--- config.mk ---
export PLATFORM = sky130hd
export DESIGN_NAME = control_unit
export DESIGN_NICKNAME = d
export VERILOG_FILES = /design/src/rtl/control_pkg.sv /design/src/rtl/control_unit_op_class_decode.sv /design/src/rtl/control_unit.sv
export SDC_FILE = /design/constraint.sdc
export NUM_CORES = 1
export LEC_CHECK = 0
export ABC_CLOCK_PERIOD_IN_PS = 2690
export CORE_ASPECT_RATIO = 1.2
export CORE_UTILIZATION = 41
export CTS_CLUSTER_DIAMETER = 50
export DETAILED_ROUTE_END_ITERATION = 8
export PLACE_DENSITY = 0.82
export SETUP_SLACK_MARGIN = 0.5
export SYNTH_ARGS = -nofsm -noshare
export SYNTH_HDL_FRONTEND = slang
export SYNTH_SLANG_ARGS = --single-unit
--- constraint.sdc ---
create_clock -name clk -period 2.69 [get_ports clk]
set_clock_uncertainty 0.05 [all_clocks]
set_input_delay 0.269 -clock clk [delete_from_list [all_inputs] [get_ports clk]]
set_output_delay 0.269 -clock clk [all_outputs]
set_load 0.01 [all_outputs]
--- src/rtl/control_pkg.sv ---
// Shared definitions for the Mini SRC hardwired control unit:
// opcode encodings, sequencer states, opcode classes and the control word.
package control_pkg;

    localparam logic [4:0] OP_LD   = 5'b00000;
    localparam logic [4:0] OP_LDI  = 5'b00001;
    localparam logic [4:0] OP_ST   = 5'b00010;
    localparam logic [4:0] OP_ADD  = 5'b00011;
    localparam logic [4:0] OP_SUB  = 5'b00100;
    localparam logic [4:0] OP_AND  = 5'b00101;
    localparam logic [4:0] OP_OR   = 5'b00110;
    localparam logic [4:0] OP_ROR  = 5'b00111;
    localparam logic [4:0] OP_ROL  = 5'b01000;
    localparam logic [4:0] OP_SHR  = 5'b01001;
    localparam logic [4:0] OP_SHRA = 5'b01010;
    localparam logic [4:0] OP_SHL  = 5'b01011;
    localparam logic [4:0] OP_ADDI = 5'b01100;
    localparam logic [4:0] OP_ANDI = 5'b01101;
    localparam logic [4:0] OP_ORI  = 5'b01110;
    localparam logic [4:0] OP_DIV  = 5'b01111;
    localparam logic [4:0] OP_MUL  = 5'b10000;
    localparam logic [4:0] OP_NEG  = 5'b10001;
    localparam logic [4:0] OP_NOT  = 5'b10010;
    localparam logic [4:0] OP_BR   = 5'b10011;
    localparam logic [4:0] OP_JR   = 5'b10100;
    localparam logic [4:0] OP_JAL  = 5'b10101;
    localparam logic [4:0] OP_IN   = 5'b10110;
    localparam logic [4:0] OP_OUT  = 5'b10111;
    localparam logic [4:0] OP_MFHI = 5'b11000;
    localparam logic [4:0] OP_MFLO = 5'b11001;
    localparam logic [4:0] OP_NOP  = 5'b11010;
    localparam logic [4:0] OP_HALT = 5'b11011;

    typedef enum logic [3:0] {
        S_IDLE, S_T0, S_T1, S_T2, S_T3, S_T4, S_T5, S_T6, S_T7, S_HALT
    } state_t;

    typedef enum logic [3:0] {
        CL_ALU3, CL_ALUI, CL_UNARY, CL_MULDIV, CL_LD, CL_LDI, CL_ST, CL_BR,
        CL_JR, CL_JAL, CL_IN, CL_OUT, CL_MFHI, CL_MFLO, CL_NOP, CL_HALT
    } op_class_t;

    // One bit per datapath control input.
    typedef struct packed {
        logic pc_out;
        logic zlo_out;
        logic zhi_out;
        logic mdr_out;
        logic hi_out;
        logic lo_out;
        logic inport_out;
        logic c_out;
        logic ba_out;
        logic r_out;
        logic mar_in;
        logic pc_in;
        logic mdr_in;
        logic ir_in;
        logic y_in;
        logic hi_in;
        logic lo_in;
        logic zhi_in;
        logic zlo_in;
        logic con_in;
        logic outport_in;
        logic r_in;
        logic gra;
        logic grb;
        logic grc;
        logic inc_pc;
        logic read;
        logic write;
    } ctrl_t;

    // Final execute state of each class; after it the sequencer returns to T0.
    // NOP and HALT never enter execute, so their entry is T2.
    function automatic state_t last_exec_state(input op_class_t cls);
        state_t s;
        case (cls)
            CL_ALU3, CL_ALUI, CL_LDI:           s = S_T5;
            CL_UNARY, CL_JAL:                   s = S_T4;
            CL_MULDIV, CL_BR:                   s = S_T6;
            CL_LD, CL_ST:                       s = S_T7;
            CL_JR, CL_IN, CL_OUT, CL_MFHI,
            CL_MFLO:                            s = S_T3;
            default:                            s = S_T2;
        endcase
        return s;
    endfunction

endpackage

--- src/rtl/control_unit_op_class_decode.sv ---
// Combinational opcode-to-class decoder; undefined opcodes behave as NOP.
module op_class_decode
    import control_pkg::*;
(
    input  logic [4:0] i_opcode,
    output op_class_t  o_class
);

    // Map each 5-bit opcode onto the execute sequence it shares.
    always_comb begin
        o_class = CL_NOP;
        case (i_opcode)
            OP_ADD, OP_SUB, OP_AND, OP_OR, OP_ROR, OP_ROL,
            OP_SHR, OP_SHRA, OP_SHL:        o_class = CL_ALU3;
            OP_ADDI, OP_ANDI, OP_ORI:       o_class = CL_ALUI;
            OP_NEG, OP_NOT:                 o_class = CL_UNARY;
            OP_MUL, OP_DIV:                 o_class = CL_MULDIV;
            OP_LD:                          o_class = CL_LD;
            OP_LDI:                         o_class = CL_LDI;
            OP_ST:                          o_class = CL_ST;
            OP_BR:                          o_class = CL_BR;
            OP_JR:                          o_class = CL_JR;
            OP_JAL:                         o_class = CL_JAL;
            OP_IN:                          o_class = CL_IN;
            OP_OUT:                         o_class = CL_OUT;
            OP_MFHI:                        o_class = CL_MFHI;
            OP_MFLO:                        o_class = CL_MFLO;
            OP_NOP:                         o_class = CL_NOP;
            OP_HALT:                        o_class = CL_HALT;
            default:                        o_class = CL_NOP;
        endcase
    end

endmodule

--- src/rtl/control_unit.sv ---
// Hardwired Moore sequencer for the Mini SRC CPU: fetch T0-T2, class-specific
// execute T3-T7, back to T0; parks in HALT until clr.
module control_unit
    import control_pkg::*;
(
    input  logic        clk,
    input  logic        clr,
    input  logic [31:0] ir,
    input  logic        con_ff,
    output logic        PCout,
    output logic        Zlowout,
    output logic        ZHighout,
    output logic        MDRout,
    output logic        HIout,
    output logic        LOout,
    output logic        InPortout,
    output logic        Cout,
    output logic        BAout,
    output logic        Rout,
    output logic        MARin,
    output logic        PCin,
    output logic        MDRin,
    output logic        IRin,
    output logic        Yin,
    output logic        HIin,
    output logic        LOin,
    output logic        ZHIin,
    output logic        ZLOin,
    output logic        CONin,
    output logic        OutPortin,
    output logic        Rin,
    output logic        Gra,
    output logic        Grb,
    output logic        Grc,
    output logic        IncPC,
    output logic        Read,
    output logic        Write,
    output logic [4:0]  alu_op,
    output logic        run
);

    state_t    r_state;
    state_t    w_state_next;
    state_t    w_last;
    op_class_t r_class;
    op_class_t w_class;
    ctrl_t     w_ctrl;
    ctrl_t     w_ctrl_gated;
    logic      w_unused_ir;

    op_class_decode u_decode (
        .i_opcode (ir[31:27]),
        .o_class  (w_class)
    );

    // State register; the opcode class is captured on the T2->T3 edge so
    // the execute sequence does not depend on ir after fetch.
    always_ff @(posedge clk or posedge clr) begin
        if (clr) begin
            r_state <= S_IDLE;
            r_class <= CL_NOP;
        end else begin
            r_state <= w_state_next;
            if (r_state == S_T2) begin
                r_class <= w_class;
            end
        end
    end

    // Next-state: linear walk through the steps, leaving execute after the
    // class's final step.
    always_comb begin
        w_last       = last_exec_state(r_class);
        w_state_next = S_IDLE;
        case (r_state)
            S_IDLE: w_state_next = S_T0;
            S_T0:   w_state_next = S_T1;
            S_T1:   w_state_next = S_T2;
            S_T2: begin
                if (w_class == CL_HALT)     w_state_next = S_HALT;
                else if (w_class == CL_NOP) w_state_next = S_T0;
                else                        w_state_next = S_T3;
            end
            S_T3, S_T4, S_T5, S_T6, S_T7: begin
                if (r_state == w_last || r_state == S_T7) w_state_next = S_T0;
                else w_state_next = state_t'(r_state + 4'd1);
            end
            S_HALT: w_state_next = S_HALT;
            default: w_state_next = S_IDLE;
        endcase
    end

    // Control word for the current (state, class); everything unlisted is 0.
    always_comb begin
        w_ctrl = '0;
        case (r_state)
            S_T0: begin w_ctrl.pc_out = 1'b1; w_ctrl.mar_in = 1'b1; w_ctrl.inc_pc = 1'b1; w_ctrl.zlo_in = 1'b1; end
            S_T1: begin w_ctrl.zlo_out = 1'b1; w_ctrl.pc_in = 1'b1; w_ctrl.read = 1'b1; w_ctrl.mdr_in = 1'b1; end
            S_T2: begin w_ctrl.mdr_out = 1'b1; w_ctrl.ir_in = 1'b1; end
            S_T3, S_T4, S_T5, S_T6, S_T7: begin
                case (r_class)
                    CL_ALU3, CL_ALUI: begin
                        case (r_state)
                            S_T3: begin w_ctrl.grb = 1'b1; w_ctrl.r_out = 1'b1; w_ctrl.y_in = 1'b1; end
                            S_T4: begin
                                w_ctrl.zlo_in = 1'b1;
                                if (r_class == CL_ALU3) begin w_ctrl.grc = 1'b1; w_ctrl.r_out = 1'b1; end
                                else                     w_ctrl.c_out = 1'b1;
                            end
                            S_T5: begin w_ctrl.zlo_out = 1'b1; w_ctrl.gra = 1'b1; w_ctrl.r_in = 1'b1; end
                            default: ;
                        endcase
                    end
                    CL_UNARY: begin
                        case (r_state)
                            S_T3: begin w_ctrl.grb = 1'b1; w_ctrl.r_out = 1'b1; w_ctrl.zlo_in = 1'b1; end
                            S_T4: begin w_ctrl.zlo_out = 1'b1; w_ctrl.gra = 1'b1; w_ctrl.r_in = 1'b1; end
                            default: ;
                        endcase
                    end
                    CL_MULDIV: begin
                        case (r_state)
                            S_T3: begin w_ctrl.gra = 1'b1; w_ctrl.r_out = 1'b1; w_ctrl.y_in = 1'b1; end
                            S_T4: begin w_ctrl.grb = 1'b1; w_ctrl.r_out = 1'b1; w_ctrl.zhi_in = 1'b1; w_ctrl.zlo_in = 1'b1; end
                            S_T5: begin w_ctrl.zlo_out = 1'b1; w_ctrl.lo_in = 1'b1; end
                            S_T6: begin w_ctrl.zhi_out = 1'b1; w_ctrl.hi_in = 1'b1; end
                            default: ;
                        endcase
                    end
                    // ldi, ld and st share the effective-address computation.
                    CL_LDI, CL_LD, CL_ST: begin
                        case (r_state)
                            S_T3: begin w_ctrl.grb = 1'b1; w_ctrl.ba_out = 1'b1; w_ctrl.y_in = 1'b1; end
                            S_T4: begin w_ctrl.c_out = 1'b1; w_ctrl.zlo_in = 1'b1; end
                            S_T5: begin
                                w_ctrl.zlo_out = 1'b1;
                                if (r_class == CL_LDI) begin w_ctrl.gra = 1'b1; w_ctrl.r_in = 1'b1; end
                                else                    w_ctrl.mar_in = 1'b1;
                            end
                            S_T6: begin
                                w_ctrl.mdr_in = 1'b1;
                                if (r_class == CL_LD) w_ctrl.read = 1'b1;
                                else begin w_ctrl.gra = 1'b1; w_ctrl.r_out = 1'b1; end
                            end
                            S_T7: begin
                                if (r_class == CL_LD) begin w_ctrl.mdr_out = 1'b1; w_ctrl.gra = 1'b1; w_ctrl.r_in = 1'b1; end
                                else                   w_ctrl.write = 1'b1;
                            end
                            default: ;
                        endcase
                    end
                    CL_BR: begin
                        case (r_state)
                            S_T3: begin w_ctrl.gra = 1'b1; w_ctrl.r_out = 1'b1; w_ctrl.con_in = 1'b1; end
                            S_T4: begin w_ctrl.pc_out = 1'b1; w_ctrl.y_in = 1'b1; end
                            S_T5: begin w_ctrl.c_out = 1'b1; w_ctrl.zlo_in = 1'b1; end
                            S_T6: begin w_ctrl.zlo_out = con_ff; w_ctrl.pc_in = con_ff; end
                            default: ;
                        endcase
                    end
                    CL_JR: if (r_state == S_T3) begin w_ctrl.gra = 1'b1; w_ctrl.r_out = 1'b1; w_ctrl.pc_in = 1'b1; end
                    CL_JAL: begin
                        case (r_state)
                            S_T3: begin w_ctrl.pc_out = 1'b1; w_ctrl.grb = 1'b1; w_ctrl.r_in = 1'b1; end
                            S_T4: begin w_ctrl.gra = 1'b1; w_ctrl.r_out = 1'b1; w_ctrl.pc_in = 1'b1; end
                            default: ;
                        endcase
                    end
                    CL_IN:   if (r_state == S_T3) begin w_ctrl.inport_out = 1'b1; w_ctrl.gra = 1'b1; w_ctrl.r_in = 1'b1; end
                    CL_OUT:  if (r_state == S_T3) begin w_ctrl.gra = 1'b1; w_ctrl.r_out = 1'b1; w_ctrl.outport_in = 1'b1; end
                    CL_MFHI: if (r_state == S_T3) begin w_ctrl.hi_out = 1'b1; w_ctrl.gra = 1'b1; w_ctrl.r_in = 1'b1; end
                    CL_MFLO: if (r_state == S_T3) begin w_ctrl.lo_out = 1'b1; w_ctrl.gra = 1'b1; w_ctrl.r_in = 1'b1; end
                    default: ;
                endcase
            end
            default: ;
        endcase
    end

    // clr kills every enable immediately so an aborted instruction cannot
    // write a register or memory on the way down.
    assign w_ctrl_gated = clr ? '0 : w_ctrl;

    assign PCout     = w_ctrl_gated.pc_out;
    assign Zlowout   = w_ctrl_gated.zlo_out;
    assign ZHighout  = w_ctrl_gated.zhi_out;
    assign MDRout    = w_ctrl_gated.mdr_out;
    assign HIout     = w_ctrl_gated.hi_out;
    assign LOout     = w_ctrl_gated.lo_out;
    assign InPortout = w_ctrl_gated.inport_out;
    assign Cout      = w_ctrl_gated.c_out;
    assign BAout     = w_ctrl_gated.ba_out;
    assign Rout      = w_ctrl_gated.r_out;
    assign MARin     = w_ctrl_gated.mar_in;
    assign PCin      = w_ctrl_gated.pc_in;
    assign MDRin     = w_ctrl_gated.mdr_in;
    assign IRin      = w_ctrl_gated.ir_in;
    assign Yin       = w_ctrl_gated.y_in;
    assign HIin      = w_ctrl_gated.hi_in;
    assign LOin      = w_ctrl_gated.lo_in;
    assign ZHIin     = w_ctrl_gated.zhi_in;
    assign ZLOin     = w_ctrl_gated.zlo_in;
    assign CONin     = w_ctrl_gated.con_in;
    assign OutPortin = w_ctrl_gated.outport_in;
    assign Rin       = w_ctrl_gated.r_in;
    assign Gra       = w_ctrl_gated.gra;
    assign Grb       = w_ctrl_gated.grb;
    assign Grc       = w_ctrl_gated.grc;
    assign IncPC     = w_ctrl_gated.inc_pc;
    assign Read      = w_ctrl_gated.read;
    assign Write     = w_ctrl_gated.write;

    // The ALU function is the opcode itself; the ALU only honours it while
    // Z is being loaded.
    assign alu_op = ir[31:27];
    assign run    = clr | (r_state != S_HALT);

    // Register fields of ir are consumed by the select/encode logic, not here.
    assign w_unused_ir = ^ir[26:0];

endmodule

==> results of run 1 <==
## metal layers
metal | vias up | wire length [um] | track usage [%]
met4 | 0 | 244 | 20.0
li1 | 872 | - | -
met3 | 35 | 367 | 6.48
met2 | 117 | 2970 | 51.1
met1 | 925 | 2150 | 35.3
met5 | - | 0 | 0
## logic make-up (layout without fill, tap and decap cells)
logic type      after synthesis  in the layout  share of synthesized area, %
compound gates               57             57                          28.8
xor+xnor                      5              5                          3.16
fa+ha+maj                     8              8                          7.23
buf+inv                      29            106                          9.85
flops                         8              8                          14.7
mux                           2              2                          1.63
simple gates                 88             88                          34.6
## repair_timing
| item | in CTS | in global routing |
|---|---|---|
| setup endpoints to repair | 30 | 26 |
| gates resized for setup | 123 | 24 |
| pin swaps | 19 | 12 |
| setup buffers | 24 | 5 |
## where the power goes
part / leakage, nW / switching [mW] / internal [mW]
sequential: 0.0885 / 0.0961 / 0.198
clock: 0.0150 / 0.0443 / 0.0570
combinational: 0.951 / 1.01 / 0.913
total: 1.05 / 1.15 / 1.17
## through the flow
stage               hold WS (ps)  cells  power, mW  setup TNS (ps)
CTS                          328    305       2.00               0
global placement             484    277       1.50           -16.5
detailed placement           498    277       1.53           -9.82
global route                 408    310       2.44               0
floorplan                   62.0    197       1.09               0
finish                       383    310       2.32               0
## sequential cells by signal, indices dropped and copies added, names as in the netlist
register  count
r_class       4
r_state       4
## layout make-up
class	count	area [um^2]	area share (%)
inverter	10	42.5	1.81
clock buffer	4	26.3	1.12
timing repair buffer	92	733	31.3
sequential	8	210	8.96
multi-input combinational	160	1290	54.9
tap	36	45.0	1.92
## path summary, 6_finish.rpt
check | startpoint | endpoint | slack (ps) | depth (start not counted)
max in group asynchronous | clr | r_class[3] | 2000 | 3
min in group clk | r_state[1] | r_state[3] | 620 | 1
worst min register to register | r_state[1] | r_state[3] | 620 | 1
worst max-delay path | r_class[0] | Gra | 100 | 7
worst min-delay path | clr | r_class[0] | 380 | 3
worst max register to register | r_class[2] | r_state[0] | 510 | 7
## worst max-delay path, stage by stage (launching register included)
cell and delay (ps):
sky130_fd_sc_hd__dfrtp_2 430, sky130_fd_sc_hd__buf_4 160, sky130_fd_sc_hd__nor4b_1 630, sky130_fd_sc_hd__nand2_2 170
sky130_fd_sc_hd__o311ai_4 110, sky130_fd_sc_hd__a2111o_1 200, sky130_fd_sc_hd__and3_1 160, sky130_fd_sc_hd__buf_2 140
## cells in the final DEF, fill, tap and decap left out, types with 7 or more instances in the layout
cell	synthesis	routed
sky130_fd_sc_hd__nand2_1	14	11
sky130_fd_sc_hd__buf_2	1	14
sky130_fd_sc_hd__o21ai_0	10	10
sky130_fd_sc_hd__buf_6	0	8
sky130_fd_sc_hd__dlygate4sd2_1	0	9
sky130_fd_sc_hd__nor2_2	0	8
sky130_fd_sc_hd__clkdlybuf4s50_1	0	15
sky130_fd_sc_hd__buf_4	7	43
sky130_fd_sc_hd__nand2b_1	9	8
sky130_fd_sc_hd__nor2_1	21	13
sky130_fd_sc_hd__inv_1	10	7
==> flow_results.xml, run 1 <==
<?xml version="1.0" encoding="UTF-8"?>
<metrics>
  <group name="run_status">
    <metric name="run_status" unit="">completed</metric>
  </group>
  <group name="placed_design">
    <metric name="gp_congestion" unit="">0.905</metric>
    <metric name="dp_hpwl" unit="um">3210</metric>
    <metric name="placed_area" unit="mm^2">0.00191</metric>
    <metric name="dp_slack" unit="ps">-9.82</metric>
    <metric name="port_buffers" unit="">41</metric>
  </group>
  <group name="global_route">
    <metric name="pin_count_of_the_biggest_net_entering_global_routing" unit="">12</metric>
    <metric name="antenna_violations_before_repair" unit="">0</metric>
    <metric name="grt_overflow" unit="">0</metric>
    <metric name="grt_first_pass_wirelength" unit="um">8380</metric>
    <metric name="via_count_of_the_first_global_routing_pass" unit="">1823</metric>
    <metric name="gr-usage-all-layers" unit="%">31.3</metric>
  </group>
  <group name="clocking">
    <metric name="insertion_delay" unit="ps">260</metric>
    <metric name="cts.root.buffer_cell" unit="">sky130_fd_sc_hd__clkbuf_4</metric>
    <metric name="numCtsBuffers" unit="">3</metric>
    <metric name="buffer_levels_on_the_longest_clock_path" unit="">2</metric>
    <metric name="deepest_level_of_the_cts_h_tree" unit="">1</metric>
    <metric name="cts.hold.buffers_added" unit="">0</metric>
    <metric name="cts_tree" unit="">done</metric>
    <metric name="cts.clk_slew.worst_paths" unit="ps">50</metric>
    <metric name="cts_num_sinks" unit="">8</metric>
  </group>
  <group name="synth">
    <metric name="number_of_enable_type_register_cells_in_the_synthesized_netlist" unit="">0</metric>
    <metric name="synth-seq-area-share" unit="%">14.7</metric>
    <metric name="post_synth_cell_types" unit="">59</metric>
    <metric name="yosys_warnings" unit="">0</metric>
    <metric name="synth_fp_nets" unit="">240</metric>
    <metric name="asyncSetResetFlopFracSynth" unit="%">100</metric>
    <metric name="mapped_avg_cell_area" unit="um^2">7.03</metric>
    <metric name="synth_largest_type_area_fraction" unit="%">9.03</metric>
    <metric name="synth.most_common_cell" unit="">sky130_fd_sc_hd__nor2_1</metric>
    <metric name="syn-cell-area" unit="mm^2">0.00139</metric>
    <metric name="synth.cells.most_frequent" unit="">sky130_fd_sc_hd__nor2_1 (21), sky130_fd_sc_hd__nand2_1 (14), sky130_fd_sc_hd__clkbuf_1 (10), sky130_fd_sc_hd__inv_1 (10), sky130_fd_sc_hd__o21ai_0 (10)</metric>
    <metric name="yosys_register_bits" unit="">8</metric>
    <metric name="post_synth_main_area_contributors" unit="">sky130_fd_sc_hd__dfrtp_1 (9.0%), sky130_fd_sc_hd__ha_1 (7.2%), sky130_fd_sc_hd__dfstp_2 (5.7%)</metric>
    <metric name="yosysTopAreaCell" unit="">sky130_fd_sc_hd__dfrtp_1</metric>
    <metric name="syn_inst" unit="">197</metric>
    <metric name="synthFlopType" unit="">sky130_fd_sc_hd__dfrtp_1</metric>
  </group>
  <group name="floorplanning">
    <metric name="num_rows" unit="">22</metric>
    <metric name="initial_utilization" unit="%">44.1</metric>
    <metric name="die_area" unit="mm^2">0.00362</metric>
    <metric name="fp.coreArea" unit="mm^2">0.00314</metric>
    <metric name="dieWidth" unit="um">55.1</metric>
    <metric name="top_level_ports" unit="">69</metric>
    <metric name="fp.dieH" unit="um">65.7</metric>
  </group>
  <group name="routing">
    <metric name="total_vias_in_the_final_route" unit="">1949</metric>
    <metric name="drt_iter0_markers" unit="">106</metric>
    <metric name="total_drc_errors_in_the_routed_layout" unit="">0</metric>
    <metric name="drt-total-wl" unit="um">5730</metric>
    <metric name="drtAntennaViolNets" unit="">0</metric>
    <metric name="route.detailed.vias_per_inst" unit="">6.29</metric>
    <metric name="wire_per_inst" unit="um">18.5</metric>
    <metric name="firstDrtPassIters" unit="">4</metric>
  </group>
  <group name="sta">
    <metric name="max_freq" unit="MHz">386</metric>
    <metric name="worst_rel_slew_slack" unit="%">48.8</metric>
    <metric name="setup_violations" unit="">0</metric>
    <metric name="tightest_slew" unit="ps">758</metric>
    <metric name="timing.final.crit_period" unit="ps">2590</metric>
    <metric name="final_max_slew_viol_count" unit="">0</metric>
    <metric name="finalCritPeriodShare" unit="%">96.2</metric>
    <metric name="rsz0062_at_grt" unit="">true</metric>
    <metric name="timing.final.ws_setup" unit="ps">101</metric>
    <metric name="finalHoldViolCount" unit="">0</metric>
  </group>
  <group name="layout">
    <metric name="insertedDiodeCount" unit="">0</metric>
    <metric name="finish.utilization" unit="%">74.7</metric>
    <metric name="syn2layout_area_growth" unit="%">69.3</metric>
    <metric name="layout-drive-gt1-share" unit="%">46.4</metric>
    <metric name="num-nets-final" unit="">318</metric>
    <metric name="final_cell_area" unit="mm^2">0.00234</metric>
    <metric name="final.fill_count" unit="">236</metric>
  </group>
  <group name="worst_setup_path">
    <metric name="setup.worst_path.end_class" unit="">output pin</metric>
    <metric name="worstSetupPathType" unit="">register to output pin</metric>
    <metric name="crit_arrival" unit="ps">2270</metric>
    <metric name="timing.critical_path.required" unit="ps">2370</metric>
    <metric name="start_kind" unit="">register</metric>
    <metric name="highest_fanout_seen_on_the_critical_path" unit="">4</metric>
  </group>
  <group name="run">
    <metric name="max-cap-violations" unit="">0</metric>
  </group>
  <group name="power">
    <metric name="power-per-cell-area" unit="mW/mm^2">988</metric>
    <metric name="leakagePower" unit="nW">1.05</metric>
    <metric name="ir_drop" unit="mV">0.693</metric>
  </group>
  <group name="worst_hold_path">
    <metric name="holdCritPathClass" unit="">primary input to async pin</metric>
  </group>
</metrics>
Power figures use the tool's default switching activity.
==> run 2, diff against run 1 <==
--- a/config.mk
+++ b/config.mk
@@ -7,11 +7,14 @@
 export LEC_CHECK = 0
 export ABC_CLOCK_PERIOD_IN_PS = 2690
 export CORE_ASPECT_RATIO = 1.2
-export CORE_UTILIZATION = 41
+export CORE_UTILIZATION = 42
+export CTS_BUF_LIST = sky130_fd_sc_hd__clkbuf_4 sky130_fd_sc_hd__clkbuf_8
 export CTS_CLUSTER_DIAMETER = 50
 export DETAILED_ROUTE_END_ITERATION = 8
-export PLACE_DENSITY = 0.82
+export GPL_TIMING_DRIVEN = 0
+export PLACE_DENSITY = 0.83
 export SETUP_SLACK_MARGIN = 0.5
 export SYNTH_ARGS = -nofsm -noshare
 export SYNTH_HDL_FRONTEND = slang
 export SYNTH_SLANG_ARGS = --single-unit
+export TNS_END_PERCENT = 30
==> run 2 against run 1 <==
  * Final area grew 2.4%
  * First-iteration DRC count grew 18%
  * Die area fell by 2.3%
  * Global-route usage shrank 1.5 points
  * Register-to-register slack improved by 30 ps
  * Sequential share of layout area decreased by 0.42 points
  * Non-clock buffer count rose by 2
  * Largest power group unchanged
==> flow_results.xml, run 2 (synthesized netlist as in run 1, its figures left out) <==
<?xml version="1.0" encoding="UTF-8"?>
<metrics>
  <group name="worst_setup_path">
    <metric name="critical-path-max-stage-delay" unit="ps">550</metric>
    <metric name="worstSetupPathType" unit="">register to output pin</metric>
    <metric name="critPathLaunch" unit="">r_class[2]</metric>
    <metric name="crit_arrival" unit="ps">2220</metric>
    <metric name="timing.critical_path.required" unit="ps">2370</metric>
    <metric name="critical_path_buf_inv_count" unit="">4</metric>
    <metric name="worst_path_cell_chain" unit="">buf_6, or2b_1, buf_8, or3_4, buf_6, o31ai_4, buf_2</metric>
    <metric name="master_of_the_slowest_instance_on_the_critical_path" unit="">sky130_fd_sc_hd__dfstp_2</metric>
    <metric name="highest_fanout_seen_on_the_critical_path" unit="">5</metric>
    <metric name="path_common_cell" unit="">sky130_fd_sc_hd__buf_6</metric>
    <metric name="critical_path.top_delay_family" unit="">simple AND/OR/NAND/NOR gates</metric>
    <metric name="setup.worst_path.end_class" unit="">output pin</metric>
    <metric name="start_kind" unit="">register</metric>
    <metric name="reg_to_reg_start" unit="">r_class[2]</metric>
  </group>
  <group name="layout">
    <metric name="syn2layout_area_growth" unit="%">73.4</metric>
    <metric name="post_layout_nonfiller_instances" unit="">312</metric>
    <metric name="final_cell_area" unit="mm^2">0.00240</metric>
    <metric name="num-nets-final" unit="">320</metric>
    <metric name="largest_registers" unit="">r_class (4), r_state (4)</metric>
    <metric name="top_library_cells_by_usage_in_the_layout_fill_and_taps_aside" unit="">sky130_fd_sc_hd__buf_4 (31), sky130_fd_sc_hd__nor2_1 (17), sky130_fd_sc_hd__clkdlybuf4s50_1 (16), sky130_fd_sc_hd__buf_2 (15), sky130_fd_sc_hd__nand2_1 (11)</metric>
    <metric name="insertedDiodeCount" unit="">0</metric>
    <metric name="layout-drive-gt1-share" unit="%">38.4</metric>
    <metric name="most_common_cell_after_layout_fill_and_taps_aside" unit="">sky130_fd_sc_hd__buf_4</metric>
  </group>
  <group name="placed_design">
    <metric name="gp_congestion" unit="">0.904</metric>
    <metric name="port_buffers" unit="">41</metric>
    <metric name="placed_area" unit="mm^2">0.00184</metric>
    <metric name="dp.cells" unit="">274</metric>
    <metric name="dp_hpwl" unit="um">3020</metric>
  </group>
  <group name="sta">
    <metric name="hold-worst-slack" unit="ps">69.5</metric>
    <metric name="final_max_slew_viol_count" unit="">0</metric>
    <metric name="max_freq" unit="MHz">393</metric>
    <metric name="rsz0062_at_grt" unit="">true</metric>
    <metric name="timing.final.crit_period" unit="ps">2540</metric>
    <metric name="tightest_slew" unit="ps">543</metric>
    <metric name="setup_violations" unit="">0</metric>
    <metric name="worst_rel_slew_slack" unit="%">63.7</metric>
    <metric name="finalSetupTns" unit="ps">0</metric>
    <metric name="finalCritPeriodShare" unit="%">94.5</metric>
    <metric name="finalHoldViolCount" unit="">0</metric>
  </group>
  <group name="clocking">
    <metric name="cts.clk_slew.worst_paths" unit="ps">60</metric>
    <metric name="numCtsBuffers" unit="">3</metric>
    <metric name="insertion_delay" unit="ps">260</metric>
    <metric name="deepest_level_of_the_cts_h_tree" unit="">1</metric>
    <metric name="cts.hold.buffers_added" unit="">0</metric>
    <metric name="cts_tree" unit="">done</metric>
    <metric name="cts.root.buffer_cell" unit="">sky130_fd_sc_hd__clkbuf_4</metric>
    <metric name="buffer_levels_on_the_longest_clock_path" unit="">2</metric>
    <metric name="cts_num_sinks" unit="">8</metric>
  </group>
  <group name="run_status">
    <metric name="run_status" unit="">completed</metric>
  </group>
  <group name="power">
    <metric name="power-per-cell-area" unit="mW/mm^2">943</metric>
    <metric name="power" unit="mW">2.26</metric>
    <metric name="leakagePower" unit="nW">1.16</metric>
    <metric name="ir_drop" unit="mV">0.660</metric>
  </group>
  <group name="routing">
    <metric name="route.detailed.vias_per_inst" unit="">6.27</metric>
    <metric name="met3_length" unit="um">463</metric>
    <metric name="total_drc_errors_in_the_routed_layout" unit="">0</metric>
    <metric name="drt-total-wl" unit="um">5880</metric>
    <metric name="firstDrtPassIters" unit="">5</metric>
    <metric name="drt_iter0_markers" unit="">125</metric>
    <metric name="route.top_layer_used" unit="">met4</metric>
    <metric name="total_routed_wire_length_on_the_met1_layer" unit="um">2170</metric>
    <metric name="drtAntennaViolNets" unit="">0</metric>
    <metric name="wire_per_inst" unit="um">18.8</metric>
    <metric name="total_vias_in_the_final_route" unit="">1956</metric>
    <metric name="dr_wl_met2" unit="um">2860</metric>
  </group>
  <group name="global_route">
    <metric name="gr-usage-all-layers" unit="%">29.8</metric>
    <metric name="antenna_violations_before_repair" unit="">0</metric>
    <metric name="via_count_of_the_first_global_routing_pass" unit="">1693</metric>
    <metric name="pin_count_of_the_biggest_net_entering_global_routing" unit="">13</metric>
    <metric name="grt_overflow" unit="">0</metric>
    <metric name="grt_first_pass_wirelength" unit="um">7800</metric>
  </group>
  <group name="worst_hold_path">
    <metric name="holdCritPathClass" unit="">primary input to async pin</metric>
  </group>
  <group name="floorplanning">
    <metric name="top_level_ports" unit="">69</metric>
    <metric name="num_rows" unit="">22</metric>
    <metric name="fp.dieH" unit="um">64.9</metric>
    <metric name="fp.coreArea" unit="mm^2">0.00311</metric>
    <metric name="die_area" unit="mm^2">0.00353</metric>
    <metric name="dieWidth" unit="um">54.4</metric>
    <metric name="initial_utilization" unit="%">44.5</metric>
  </group>
  <group name="run">
    <metric name="max-cap-violations" unit="">0</metric>
  </group>
</metrics>
## run 2: changes by cell type in the layout (fill, tap and decap cells not counted), sizes merged
| cell | change |
|---|---|
| clkdlybuf4s15 | -1 |
| inv | -1 |
| clkdlybuf4s50 | +1 |
| clkinvlp | +1 |
| dlygate4sd2 | +1 |
| clkbuf | +5 |
| dlymetal6s2s | +4 |
| buf | -8 |
## run 2: layout make-up
cell class                 count  area, um^2
fill                         205         709
sequential                     8         205
tap                           36        45.0
timing repair buffer          75         644
multi-input combinational    160        1270
buffer                        19         158
inverter                      10        43.8
clock buffer                   4        30.0
## run 2: power by group
group,internal (mW),switching (mW)
Combinational,0.874,1.02
Clock,0.0672,0.0466
Sequential,0.193,0.0648
Total,1.13,1.13
## run 2: final timing paths
check / slack [ps] / endpoint / cells past startpoint
worst max-delay path: 150 / Read / 7
worst min-delay path: 70 / r_state[2] / 2
worst max register to register: 540 / r_state[3] / 6
worst min register to register: 590 / r_state[3] / 1
max in group asynchronous: 2260 / r_class[2] / 2
min in group clk: 590 / r_state[3] / 1
## run 2: what timing repair did
action | in CTS | in global routing
gates resized for setup | 112 | 31
pin swaps | 11 | 4
setup buffers | 25 | 8
setup endpoints to repair | 30 | 31
gates cloned | 0 | 1
## run 2: stage by stage
stage	setup slack, ps	utilization, %
detailed placement	-266	59.2
CTS	238	72.5
floorplan	556	-
global placement	-253	59.2
finish	147	77.2
global route	13.9	77.2
## run 2: layer usage
layer / global-route usage [%] / vias to the layer above
li1: - / 879
met1: 34.4 / 895
met2: 51.2 / 137
met3: 1.64 / 45
met4: 17.6 / 0
met5: 0 / -
==> run 3, diff against run 2 <==
--- a/config.mk
+++ b/config.mk
@@ -7,14 +7,15 @@
 export LEC_CHECK = 0
 export ABC_CLOCK_PERIOD_IN_PS = 2690
 export CORE_ASPECT_RATIO = 1.2
-export CORE_UTILIZATION = 42
+export CORE_UTILIZATION = 43
 export CTS_BUF_LIST = sky130_fd_sc_hd__clkbuf_4 sky130_fd_sc_hd__clkbuf_8
 export CTS_CLUSTER_DIAMETER = 50
 export DETAILED_ROUTE_END_ITERATION = 8
 export GPL_TIMING_DRIVEN = 0
-export PLACE_DENSITY = 0.83
+export PLACE_DENSITY = 0.84
 export SETUP_SLACK_MARGIN = 0.5
 export SYNTH_ARGS = -nofsm -noshare
 export SYNTH_HDL_FRONTEND = slang
+export SYNTH_HIERARCHICAL = 1
 export SYNTH_SLANG_ARGS = --single-unit
 export TNS_END_PERCENT = 30
==> run 3 against run 2 <==
  * The flow now finishes with violations (DRC)
  * Sequential cell count unchanged
  * Non-clock buffer count decreased by 9
  * Power decreased by 8.5%
  * Critical path type unchanged
  * Worst setup slack improved by 100 ps
  * Sequential power decreased by 4%
  * Synthesized area increased by 5.1%
  * Highest routed layer unchanged
  * Via count increased by 1.4%
  * Clock-buffer cell count unchanged
  * Maximum frequency increased by 4.3%
  * Final area decreased by 3.5%
  * Combinational power decreased by 9.5%
  * Clock power about the same
==> flow_results.xml, run 3 <==
<?xml version="1.0" encoding="UTF-8"?>
<metrics>
  <group name="placed_design">
    <metric name="dp.cells" unit="">294</metric>
    <metric name="dp_hpwl" unit="um">3360</metric>
    <metric name="gp_congestion" unit="">0.903</metric>
    <metric name="dp_slack" unit="ps">-143</metric>
    <metric name="port_buffers" unit="">40</metric>
  </group>
  <group name="floorplanning">
    <metric name="fp.dieH" unit="um">65.8</metric>
    <metric name="initial_utilization" unit="%">46.4</metric>
    <metric name="fp.coreArea" unit="mm^2">0.00314</metric>
    <metric name="num_rows" unit="">22</metric>
    <metric name="dieWidth" unit="um">55.1</metric>
    <metric name="top_level_ports" unit="">69</metric>
    <metric name="die_area" unit="mm^2">0.00362</metric>
  </group>
  <group name="clocking">
    <metric name="deepest_level_of_the_cts_h_tree" unit="">1</metric>
    <metric name="buffer_levels_on_the_longest_clock_path" unit="">2</metric>
    <metric name="cts.clk_slew.worst_paths" unit="ps">60</metric>
    <metric name="insertion_delay" unit="ps">270</metric>
    <metric name="cts.hold.buffers_added" unit="">0</metric>
    <metric name="cts.root.buffer_cell" unit="">sky130_fd_sc_hd__clkbuf_4</metric>
    <metric name="cts_tree" unit="">done</metric>
    <metric name="cts_num_sinks" unit="">8</metric>
    <metric name="numCtsBuffers" unit="">3</metric>
  </group>
  <group name="sta">
    <metric name="worst_rel_slew_slack" unit="%">68.0</metric>
    <metric name="final_max_slew_viol_count" unit="">0</metric>
    <metric name="hold-worst-slack" unit="ps">374</metric>
    <metric name="finalHoldViolCount" unit="">0</metric>
    <metric name="finalSetupTns" unit="ps">0</metric>
    <metric name="max_freq" unit="MHz">410</metric>
    <metric name="tightest_slew" unit="ps">476</metric>
    <metric name="finalCritPeriodShare" unit="%">90.6</metric>
    <metric name="timing.final.ws_setup" unit="ps">252</metric>
    <metric name="rsz0062_at_grt" unit="">true</metric>
    <metric name="setup_violations" unit="">0</metric>
    <metric name="timing.final.crit_period" unit="ps">2440</metric>
  </group>
  <group name="layout">
    <metric name="finish.utilization" unit="%">73.8</metric>
    <metric name="top_library_cells_by_usage_in_the_layout_fill_and_taps_aside" unit="">sky130_fd_sc_hd__nand2_1 (35), sky130_fd_sc_hd__buf_4 (31), sky130_fd_sc_hd__clkdlybuf4s50_1 (25), sky130_fd_sc_hd__nor2_1 (15)</metric>
    <metric name="syn2layout_area_growth" unit="%">59.0</metric>
    <metric name="num-nets-final" unit="">329</metric>
    <metric name="layout-drive-gt1-share" unit="%">34.7</metric>
    <metric name="register_area" unit="um^2">206</metric>
    <metric name="most_common_cell_after_layout_fill_and_taps_aside" unit="">sky130_fd_sc_hd__nand2_1</metric>
    <metric name="multiInputGateArea" unit="mm^2">0.00125</metric>
    <metric name="post_layout_nonfiller_instances" unit="">321</metric>
    <metric name="final.fill_count" unit="">246</metric>
    <metric name="insertedDiodeCount" unit="">0</metric>
    <metric name="largest_registers" unit="">r_class (4), r_state (4)</metric>
  </group>
  <group name="worst_setup_path">
    <metric name="highest_fanout_seen_on_the_critical_path" unit="">6</metric>
    <metric name="timing.critical_path.required" unit="ps">2370</metric>
    <metric name="crit_arrival" unit="ps">2120</metric>
    <metric name="worst-r2r-cell-count" unit="">9</metric>
    <metric name="reg2reg_setup_slack" unit="ps">660</metric>
    <metric name="reg_to_reg_start" unit="">r_state[0]</metric>
    <metric name="crit-reg2reg-capture" unit="">r_state[0]</metric>
    <metric name="setup.worst_path.end_class" unit="">output pin</metric>
    <metric name="worstSetupPathType" unit="">register to output pin</metric>
    <metric name="start_kind" unit="">register</metric>
  </group>
  <group name="global_route">
    <metric name="pin_count_of_the_biggest_net_entering_global_routing" unit="">11</metric>
    <metric name="grt_overflow" unit="">0</metric>
    <metric name="grt_first_pass_wirelength" unit="um">7940</metric>
    <metric name="antenna_violations_before_repair" unit="">0</metric>
    <metric name="gr-usage-all-layers" unit="%">30.0</metric>
    <metric name="via_count_of_the_first_global_routing_pass" unit="">1745</metric>
  </group>
  <group name="synth">
    <metric name="syn-cell-area" unit="mm^2">0.00146</metric>
    <metric name="synth_fp_nets" unit="">261</metric>
    <metric name="post_synth_main_area_contributors" unit="">sky130_fd_sc_hd__nand2_1 (9.8%), sky130_fd_sc_hd__dfrtp_1 (8.6%), sky130_fd_sc_hd__ha_1 (6.9%)</metric>
    <metric name="post_synth_cell_types" unit="">50</metric>
    <metric name="yosys_register_bits" unit="">8</metric>
    <metric name="synth_largest_type_area_fraction" unit="%">9.79</metric>
    <metric name="synth-seq-area-share" unit="%">14.0</metric>
    <metric name="yosysTopAreaCell" unit="">sky130_fd_sc_hd__nand2_1</metric>
    <metric name="syn_inst" unit="">218</metric>
    <metric name="synth.most_common_cell" unit="">sky130_fd_sc_hd__nand2_1</metric>
    <metric name="synthFlopType" unit="">sky130_fd_sc_hd__dfrtp_1</metric>
    <metric name="number_of_enable_type_register_cells_in_the_synthesized_netlist" unit="">0</metric>
    <metric name="synth.cells.most_frequent" unit="">sky130_fd_sc_hd__nand2_1 (38), sky130_fd_sc_hd__nor2_1 (19), sky130_fd_sc_hd__o21ai_0 (14), sky130_fd_sc_hd__a21oi_1 (13), sky130_fd_sc_hd__nand3_1 (10)</metric>
    <metric name="mapped_avg_cell_area" unit="um^2">6.68</metric>
    <metric name="asyncSetResetFlopFracSynth" unit="%">100</metric>
    <metric name="yosys_warnings" unit="">6</metric>
  </group>
  <group name="routing">
    <metric name="firstDrtPassIters" unit="">8</metric>
    <metric name="wire_per_inst" unit="um">16.8</metric>
    <metric name="drt-total-wl" unit="um">5400</metric>
    <metric name="total_vias_in_the_final_route" unit="">1983</metric>
    <metric name="total_drc_errors_in_the_routed_layout" unit="">2</metric>
    <metric name="route.detailed.vias_per_inst" unit="">6.18</metric>
    <metric name="drtAntennaViolNets" unit="">0</metric>
    <metric name="drt_iter0_markers" unit="">131</metric>
  </group>
  <group name="worst_hold_path">
    <metric name="hold_end" unit="">r_class[3]</metric>
    <metric name="holdCritStartpoint" unit="">ir[31]</metric>
    <metric name="holdCritPathClass" unit="">primary input to register</metric>
    <metric name="hold_path_depth" unit="">4</metric>
  </group>
  <group name="power">
    <metric name="proportion_of_power_drawn_by_combinational_gates" unit="%">82.5</metric>
    <metric name="power.net_switching" unit="mW">1.05</metric>
    <metric name="seqPwrFrac" unit="%">11.9</metric>
    <metric name="power.clock.fraction" unit="%">5.6</metric>
    <metric name="intPower" unit="mW">1.02</metric>
    <metric name="leakagePower" unit="nW">0.996</metric>
    <metric name="power-per-cell-area" unit="mW/mm^2">894</metric>
    <metric name="ir_drop" unit="mV">0.527</metric>
    <metric name="swShare" unit="%">50.8</metric>
  </group>
  <group name="run_status">
    <metric name="run_status" unit="">finished, violations left</metric>
    <metric name="violations" unit="">DRC</metric>
  </group>
  <group name="run">
    <metric name="max-cap-violations" unit="">0</metric>
  </group>
</metrics>
[run 3: layout make-up]
class	instances	area share [%]
Tap cell	36	1.94
Clock buffer	4	1.30
Sequential cell	8	8.91
Inverter	8	1.67
Multi-Input combinational cell	180	53.9
Buffer	22	7.29
Timing Repair Buffer	63	25.0
[run 3: logic make-up (layout without fill, tap and decap cells)]
logic type | Yosys count | in the layout | synth area share [%]
AO/OA/AOI/OAI | 57 | 57 | 27.0
XOR/XNOR | 2 | 2 | 1.20
adder cells (fa/ha/maj) | 8 | 8 | 6.87
buffers and inverters | 30 | 97 | 11.6
flip-flops | 8 | 8 | 14.0
multiplexers | 1 | 1 | 0.687
AND/OR/NAND/NOR | 112 | 112 | 38.7
[run 3: power groups by stage]
| stage | combinational (mW) | sequential (mW) | clock, mW |
|---|---|---|---|
| global placement | 1.14 | 0.248 | 0 |
| CTS | 1.46 | 0.246 | 0.114 |
| finish | 1.71 | 0.247 | 0.115 |
| detailed placement | 1.16 | 0.253 | 0 |
| global route | 1.82 | 0.254 | 0.123 |
| floorplan | 0.847 | 0.234 | 0 |
[run 3: how the worst max path moves through the flow]
stage / from / to / depth (start not counted)
detailed placement: r_state[0] / PCin / 7
finish: r_state[1] / Write / 6
floorplan: r_state[1] / PCin / 7
global route: r_state[1] / Write / 6
CTS: r_class[3] / Grb / 6
global placement: r_state[1] / PCin / 8
[run 3: what timing repair did]
| item | CTS | global route |
|---|---|---|
| gates resized for setup | 64 | 37 |
| setup endpoints to repair | 31 | 31 |
| gates cloned | 1 | 0 |
| buffers inserted | 15 | 7 |
| pin swaps | 7 | 9 |
[run 3: worst max-delay path: stages, from the launching register on]
cell and delay [ps]:
sky130_fd_sc_hd__dfrtp_2 450, sky130_fd_sc_hd__inv_4 100, sky130_fd_sc_hd__ha_4 180, sky130_fd_sc_hd__nand3b_1 200
sky130_fd_sc_hd__buf_4 230, sky130_fd_sc_hd__nor2_1 140, sky130_fd_sc_hd__clkdlybuf4s50_1 550
[run 3: metal layers]
layer / track usage, % / up-vias / wire (um)
met5: 0 / - / 0
met4: 16.6 / 0 / 266
li1: - / 914 / -
met2: 50.3 / 143 / 2680
met3: 5.79 / 32 / 476
met1: 34.0 / 894 / 1980
[run 3: per-stage QoR]
stage	area [um^2]	power (mW)
finish	2320	2.07
global route	2320	2.20
CTS	2180	1.82
detailed placement	1900	1.41
global placement	1900	1.39
floorplan	1460	1.08
